--- src/rtl/wb_pkg.sv ---
// ---------------------------------------------------------------------------
// wb_pkg
// Shared definitions for the writeback stage: default widths, the
// architectural zero register, the buffered MD result layout and a
// pointer-width helper.
// ---------------------------------------------------------------------------
package wb_pkg;

   localparam int DATA_BITS_DEF  = 32;
   localparam int ADDR_BITS_DEF  = 5;
   localparam int FIFO_DEPTH_DEF = 2;

   // Writes to register 0 are discarded everywhere in this stage.
   localparam int REG_ZERO = 0;

   // Buffered MD result at default widths. wb_fifo declares the same
   // layout locally so that non-default widths still work.
   typedef struct packed {
      logic                     live;
      logic [ADDR_BITS_DEF-1:0] addr;
      logic [DATA_BITS_DEF-1:0] data;
   } wb_entry_t;

   // Pointer width for a circular buffer; a depth of 1 still needs one bit.
   function automatic int ptr_bits(input int depth);
      return (depth > 1) ? $clog2(depth) : 1;
   endfunction

endpackage

--- src/rtl/wb_fifo.sv ---
// ---------------------------------------------------------------------------
// wb_fifo
// Circular buffer of {live, addr, data} entries holding MD results until the
// register-file write port is free. Entries can be killed in place by
// address (squash) without being removed; dead entries are later popped by
// the parent without producing a write.
//
// Ports
//   clk, rst_n          clock, asynchronous active-low reset
//   push_i/_addr/_data  enqueue an entry with live=1 (ignored when full)
//   pop_i               remove the head entry (ignored when empty)
//   squash_i/_addr_i    clear live on every stored entry with this address
//   count_o             number of occupied slots, 0..FIFO_DEPTH
//   head_live_o/addr/data  head entry (live is 0 when empty)
//   live_o              per-slot live bits
//   live_addr_o         per-slot addresses, slot i at [i*ADDR_BITS +: ADDR_BITS]
// ---------------------------------------------------------------------------
module wb_fifo
   import wb_pkg::*;
#(
   parameter int DATA_BITS  = DATA_BITS_DEF,
   parameter int ADDR_BITS  = ADDR_BITS_DEF,
   parameter int FIFO_DEPTH = FIFO_DEPTH_DEF,
   localparam int CNT_W     = $clog2(FIFO_DEPTH + 1)
) (
   input  logic                            clk,
   input  logic                            rst_n,
   input  logic                            push_i,
   input  logic [ADDR_BITS-1:0]            push_addr_i,
   input  logic [DATA_BITS-1:0]            push_data_i,
   input  logic                            pop_i,
   input  logic                            squash_i,
   input  logic [ADDR_BITS-1:0]            squash_addr_i,
   output logic [CNT_W-1:0]                count_o,
   output logic                            head_live_o,
   output logic [ADDR_BITS-1:0]            head_addr_o,
   output logic [DATA_BITS-1:0]            head_data_o,
   output logic [FIFO_DEPTH-1:0]           live_o,
   output logic [FIFO_DEPTH*ADDR_BITS-1:0] live_addr_o
);

   localparam int PTR_W = ptr_bits(FIFO_DEPTH);

   typedef struct packed {
      logic                 live;
      logic [ADDR_BITS-1:0] addr;
      logic [DATA_BITS-1:0] data;
   } entry_t;

   entry_t [FIFO_DEPTH-1:0] mem_q, mem_d;
   logic   [PTR_W-1:0]      rd_ptr_q, rd_ptr_d;
   logic   [PTR_W-1:0]      wr_ptr_q, wr_ptr_d;
   logic   [CNT_W-1:0]      count_q, count_d;
   logic                    push_ok, pop_ok;

   function automatic logic [PTR_W-1:0] next_ptr(input logic [PTR_W-1:0] p);
      return (p == PTR_W'(FIFO_DEPTH - 1)) ? '0 : p + 1'b1;
   endfunction

   assign push_ok = push_i && (count_q < CNT_W'(FIFO_DEPTH));
   assign pop_ok  = pop_i  && (count_q != '0);

   always_comb begin
      mem_d    = mem_q;
      rd_ptr_d = rd_ptr_q;
      wr_ptr_d = wr_ptr_q;
      count_d  = count_q;

      // Squash looks only at stored entries; an entry pushed this cycle is
      // written after the loop and therefore survives.
      if (squash_i) begin
         for (int i = 0; i < FIFO_DEPTH; i++) begin
            if (mem_q[i].addr == squash_addr_i) mem_d[i].live = 1'b0;
         end
      end

      // Popped slots are left dead so that unoccupied slots never look live.
      if (pop_ok) begin
         mem_d[rd_ptr_q].live = 1'b0;
         rd_ptr_d             = next_ptr(rd_ptr_q);
      end

      if (push_ok) begin
         mem_d[wr_ptr_q].live = 1'b1;
         mem_d[wr_ptr_q].addr = push_addr_i;
         mem_d[wr_ptr_q].data = push_data_i;
         wr_ptr_d             = next_ptr(wr_ptr_q);
      end

      case ({push_ok, pop_ok})
         2'b10:   count_d = count_q + 1'b1;
         2'b01:   count_d = count_q - 1'b1;
         default: count_d = count_q;
      endcase
   end

   always_ff @(posedge clk or negedge rst_n) begin
      if (!rst_n) begin
         mem_q    <= '0;
         rd_ptr_q <= '0;
         wr_ptr_q <= '0;
         count_q  <= '0;
      end else begin
         mem_q    <= mem_d;
         rd_ptr_q <= rd_ptr_d;
         wr_ptr_q <= wr_ptr_d;
         count_q  <= count_d;
      end
   end

   assign count_o     = count_q;
   assign head_live_o = (count_q != '0) && mem_q[rd_ptr_q].live;
   assign head_addr_o = mem_q[rd_ptr_q].addr;
   assign head_data_o = mem_q[rd_ptr_q].data;

   always_comb begin
      live_o      = '0;
      live_addr_o = '0;
      for (int i = 0; i < FIFO_DEPTH; i++) begin
         live_o[i]                             = mem_q[i].live;
         live_addr_o[i*ADDR_BITS +: ADDR_BITS] = mem_q[i].addr;
      end
   end

endmodule

--- src/rtl/writeback_arbiter.sv ---
// ---------------------------------------------------------------------------
// writeback_arbiter
// Feeds the register file's single write port. The ALU/load stream cannot
// stall and always wins; MD results queue in wb_fifo and drain in free
// cycles. An ALU write squashes older buffered MD results to the same
// register so the later ALU value is never overwritten (WAW).
//
// Ports
//   clk, rst_n                      clock, asynchronous active-low reset
//   AluValid/AluAddress/AluData     ALU/load result (address 0 = no result)
//   MdValid/MdReady/MdAddress/MdData  MD result handshake
//   WriteEnable/DAddress/DData      registered register-file write
//   PendingMask                     one bit per register with a live MD entry
// ---------------------------------------------------------------------------
module writeback_arbiter
   import wb_pkg::*;
#(
   parameter int DATA_BITS  = DATA_BITS_DEF,
   parameter int ADDR_BITS  = ADDR_BITS_DEF,
   parameter int FIFO_DEPTH = FIFO_DEPTH_DEF
) (
   input  logic                        clk,
   input  logic                        rst_n,
   input  logic                        AluValid,
   input  logic [ADDR_BITS-1:0]        AluAddress,
   input  logic [DATA_BITS-1:0]        AluData,
   input  logic                        MdValid,
   output logic                        MdReady,
   input  logic [ADDR_BITS-1:0]        MdAddress,
   input  logic [DATA_BITS-1:0]        MdData,
   output logic                        WriteEnable,
   output logic [ADDR_BITS-1:0]        DAddress,
   output logic [DATA_BITS-1:0]        DData,
   output logic [(1<<ADDR_BITS)-1:0]   PendingMask
);

   localparam int CNT_W = $clog2(FIFO_DEPTH + 1);

   logic                            alu_wr;
   logic                            md_push;
   logic                            fifo_pop;
   logic [CNT_W-1:0]                fifo_count;
   logic                            head_live;
   logic [ADDR_BITS-1:0]            head_addr;
   logic [DATA_BITS-1:0]            head_data;
   logic [FIFO_DEPTH-1:0]           live_vec;
   logic [FIFO_DEPTH*ADDR_BITS-1:0] live_addr_vec;

   logic                 we_q, we_d;
   logic [ADDR_BITS-1:0] addr_q, addr_d;
   logic [DATA_BITS-1:0] data_q, data_d;

   // Ready comes from the registered count only: a full buffer refuses a
   // result even in a cycle where it also pops.
   assign MdReady = (fifo_count < CNT_W'(FIFO_DEPTH));

   // Zero-address results are architecturally invisible. An MD result to r0
   // still completes the handshake, it just never enters the buffer.
   assign alu_wr  = AluValid && (AluAddress != ADDR_BITS'(REG_ZERO));
   assign md_push = MdValid && MdReady && (MdAddress != ADDR_BITS'(REG_ZERO));

   // A dead head is discarded in any cycle; a live head only when the ALU
   // leaves the write port free.
   assign fifo_pop = (fifo_count != '0) && (!head_live || !alu_wr);

   wb_fifo #(
      .DATA_BITS  (DATA_BITS),
      .ADDR_BITS  (ADDR_BITS),
      .FIFO_DEPTH (FIFO_DEPTH)
   ) u_fifo (
      .clk           (clk),
      .rst_n         (rst_n),
      .push_i        (md_push),
      .push_addr_i   (MdAddress),
      .push_data_i   (MdData),
      .pop_i         (fifo_pop),
      .squash_i      (alu_wr),
      .squash_addr_i (AluAddress),
      .count_o       (fifo_count),
      .head_live_o   (head_live),
      .head_addr_o   (head_addr),
      .head_data_o   (head_data),
      .live_o        (live_vec),
      .live_addr_o   (live_addr_vec)
   );

   always_comb begin
      we_d   = 1'b0;
      addr_d = addr_q;
      data_d = data_q;
      if (alu_wr) begin
         we_d   = 1'b1;
         addr_d = AluAddress;
         data_d = AluData;
      end else if (head_live) begin
         we_d   = 1'b1;
         addr_d = head_addr;
         data_d = head_data;
      end
   end

   always_ff @(posedge clk or negedge rst_n) begin
      if (!rst_n) begin
         we_q   <= 1'b0;
         addr_q <= '0;
         data_q <= '0;
      end else begin
         we_q   <= we_d;
         addr_q <= addr_d;
         data_q <= data_d;
      end
   end

   assign WriteEnable = we_q;
   assign DAddress    = addr_q;
   assign DData       = data_q;

   // Pending registers come purely from buffer state, so decode sees no
   // combinational path from this cycle's inputs.
   always_comb begin
      PendingMask = '0;
      for (int i = 0; i < FIFO_DEPTH; i++) begin
         if (live_vec[i]) PendingMask[live_addr_vec[i*ADDR_BITS +: ADDR_BITS]] = 1'b1;
      end
   end

endmodule

--- config.mk ---
export PLATFORM = sky130hd
export DESIGN_NAME = writeback_arbiter
export DESIGN_NICKNAME = d
export VERILOG_FILES = /design/src/rtl/wb_pkg.sv /design/src/rtl/wb_fifo.sv /design/src/rtl/writeback_arbiter.sv
export SDC_FILE = /design/constraint.sdc
export NUM_CORES = 1
export LEC_CHECK = 0
export CAP_MARGIN = 10
export CORE_ASPECT_RATIO = 1.1
export CORE_UTILIZATION = 30
export CTS_CLUSTER_SIZE = 40
export DETAILED_ROUTE_END_ITERATION = 8
export SYNTH_ARGS = -nofsm -noshare
export SYNTH_HDL_FRONTEND = slang
export SYNTH_HIERARCHICAL = 1
export SYNTH_SLANG_ARGS = --single-unit
--- constraint.sdc ---
create_clock -name clk -period 4.1 [get_ports clk]
set_input_delay 1.025 -clock clk [delete_from_list [all_inputs] [get_ports clk]]
set_output_delay 1.025 -clock clk [all_outputs]
set_load 0.1 [all_outputs]
==> results.sh <==
export IMPL_status="finished, final reports clean"
export IMPL_place_gp_congestion=0.808
export IMPL_worstHoldPathType="register to register"
export IMPL_synth_simple_area_share=0.0490
export IMPL_ys_types=37
export IMPL_wl_per_cell_um=17.0
export IMPL_power_leakage_nw=3.32
export IMPL_track_usage=0.145
export IMPL_timing_final_crit_share=0.780
export IMPL_crit_chain="inv_1 > clkdlybuf4s50_1"
export IMPL_setup_viol=0
export IMPL_critPathSlowestCell="clkdlybuf4s50_1"
export IMPL_critPathLaunchType="register"
export IMPL_drv_cap=0
export IMPL_slew_headroom=0.321
export IMPL_drv_slew=0
export IMPL_critPathCaptureType="primary output"
export IMPL_syn_num_nets=522
export IMPL_syn_to_final_growth_pct=34.9
export IMPL_dpl_cell_area_mm2=0.00756
export IMPL_min_period_ns=3.20
export IMPL_vdd_drop_max_mv=0.458
export IMPL_die_y_um=151
export IMPL_path_class="register to primary output"
export IMPL_antenna_found_initial=0
export IMPL_clock_tree_buffer_depth=2
export IMPL_port_buffers=148
export IMPL_drt_iter0_markers=162
export IMPL_synth_avg_cell_area_um2=13.6
export IMPL_clk_latency_ns=0.41
export IMPL_io_pins=149
export IMPL_grt_pass1_wl_mm=22.6
export IMPL_root_buffer="clkbuf_16"
export IMPL_synthXorXnorAreaFrac=0.0218
export IMPL_vias_per_cell=4.90
export IMPL_core_mm2=0.0198
export IMPL_tightest_slew_ns=1.02
export IMPL_cp_arrival_ns=2.17
export IMPL_fin_cells=846
export IMPL_critPathMaxStageDelay_ns=1.16
export IMPL_crit_buf_inv=2
export IMPL_nets=661
export IMPL_syn_area_mm2=0.00603
export IMPL_stdcell_area_mm2=0.00814
export IMPL_dp_cells=815
export IMPL_fmax_ghz=0.313
export IMPL_grt_max_degree=62
export IMPL_overflow=0
export IMPL_firstDrtPassIters=4
export IMPL_hold_violations=0
export IMPL_synthMuxAreaShare=0.342
export IMPL_vias=4146
export IMPL_grt_pass1_vias=4395
export IMPL_nFillCells=1871
export IMPL_clk_pin_slew_worst_paths_ns=0.05
export IMPL_yosysWarnings=6
export IMPL_drive_gt1_frac=0.439
export IMPL_ant_nets=0
export IMPL_synthAdderAreaFrac=0.00207
export IMPL_cts_sinks=118
export IMPL_num_rows=54
export IMPL_synth_top_family_by_area="multiplexers"
export IMPL_seq_area_frac_synth=0.490
export IMPL_drc=0
export IMPL_hpwl_mm=9.49
export IMPL_ctsHoldBuffers=0
export IMPL_synthCells=443
export IMPL_synth_seq_cells=118
export IMPL_initial_core_util=0.305
export IMPL_drt_total_wl_mm=14.3
export IMPL_cts_tree="yes"
export IMPL_crit_family="buffers and inverters"
export IMPL_crit_fanout=8
export IMPL_postCtsResizedCells=0
export IMPL_cts_setup_buffers=0
export IMPL_fin_skew_ns=0.00997
export IMPL_htreeDepth=4
export IMPL_timing_final_ws_setup_ns=0.902
export IMPL_cts_made_buffers=17
export IMPL_powerDensity_mw_per_mm2=896
export IMPL_cp_required_ns=3.07
export IMPL_design_die_area_mm2=0.0207
export IMPL_rsz0062_at_grt="false"
export IMPL_tns_ns=0
export IMPL_die_x_um=137
export IMPL_antenna_cells=0
export IMPL_synth_compound_area_frac=0.0521
export IMPL_dpl_worst_slack_ns=0.678
## placed cells by master, fill, tap and decap left out, types with 4 or more instances in the layout
cell type / n
mux2_2: 167
dfrtp_1: 117
clkdlybuf4s50_1: 115
buf_4: 39
o22ai_1: 32
clkbuf_16: 17
xnor2_1: 11
nand3b_1: 10
mux2_4: 8
nand2_1: 7
or3b_2: 6
nand3_1: 6
mux2i_1: 6
nor2_1: 5
o21ai_2: 5
xor2_1: 4
## metrics by stage
stage	utilization	power [W]	hold WS, ns
after detailed placement	0.382	0.00589	0.488
after global placement	0.382	0.00580	0.482
final	0.411	0.00729	0.497
after global routing	0.411	0.00770	0.517
after CTS	0.411	0.00738	0.499
after floorplan	-	0.00509	0.474
## routing by layer
metal  GRT usage  wire length (um)  up-vias
met5           0                 0        -
met4      0.0582               225        0
met3      0.0458              1000       18
met2       0.251              7180      150
met1       0.164              5940     2075
li1            -                 -     1903
## registers in the layout, indices dropped and copies added (netlist names)
register	count
u_fifo/rd_ptr_q	1
u_fifo/wr_ptr_q	1
DAddress	5
DData	32
WriteEnable	1
u_fifo/count_o	2
u_fifo/live_addr_o	10
u_fifo/mem_q	64
u_fifo/live_o	2
## path summary, 6_finish.rpt
| check | startpoint | endpoint | slack [ns] | depth (start not counted) |
|---|---|---|---|---|
| setup / recovery | u_fifo/count_o[1]$_DFFE_PN0P_ | MdReady | 0.90 | 2 |
| hold / removal | u_fifo/mem_q[59]$_DFFE_PN0P_ | u_fifo/mem_q[59]$_DFFE_PN0P_ | 0.50 | 1 |
| setup reg to reg | u_fifo/count_o[1]$_DFFE_PN0P_ | DData[2]$_DFFE_PN0P_ | 1.66 | 5 |
| hold reg to reg | u_fifo/mem_q[59]$_DFFE_PN0P_ | u_fifo/mem_q[59]$_DFFE_PN0P_ | 0.50 | 1 |
| max in group asynchronous | rst_n | u_fifo/rd_ptr_q$_DFFE_PN0P_ | 2.40 | 2 |
| min in group asynchronous | rst_n | DData[19]$_DFFE_PN0P_ | 0.70 | 1 |
## synthesized netlist by cell type, drive strengths merged
master,instances,share of area
mux2i,6,0.010
mux2,175,0.33
nand4,1,0.0010
inv,4,0.0029
or4,2,0.0031
ha,1,0.0021
o21ai,8,0.012
clkbuf,5,0.0031
dfrtp,118,0.49
xnor2,11,0.016
o21a,1,0.0012
buf,29,0.038
or3b,6,0.0087
nand3,6,0.0050
or3,3,0.0031
nand2b,2,0.0021
nor3b,1,0.0021
a21oi,1,0.0015
o311a,1,0.0017
nand2,7,0.0044
a2bb2oi,1,0.0015
nand3b,11,0.016
nor2,6,0.0037
o22a,1,0.0015
o22ai,32,0.033
xor2,4,0.0058
## where the power goes
part           switching, W  internal, W  total (W)
sequential         0.000408      0.00172    0.00213
combinational       0.00221      0.00151    0.00372
clock              0.000513     0.000936    0.00145
total               0.00313      0.00416    0.00729
## final cells by class
class                           count  area, um^2  area share
Multi-Input combinational cell    287        2830       0.348
Clock inverter                      8        98.8      0.0122
Tap cell                          252         315      0.0388
Clock buffer                       23         478      0.0588
Timing Repair Buffer              154        1440       0.177
Inverter                            4        17.5     0.00215
Sequential cell                   118        2950       0.363
## logic make-up (layout without fill, tap and decap cells)
| group | Yosys count | after routing |
|---|---|---|
| AO/OA/AOI/OAI | 45 | 45 |
| XOR/XNOR | 15 | 15 |
| adder cells (fa/ha/maj) | 1 | 1 |
| buffers and inverters | 38 | 189 |
| flip-flops | 118 | 118 |
| multiplexers | 181 | 181 |
| AND/OR/NAND/NOR | 45 | 45 |
No activity file was read; power rests on OpenSTA's default activity.
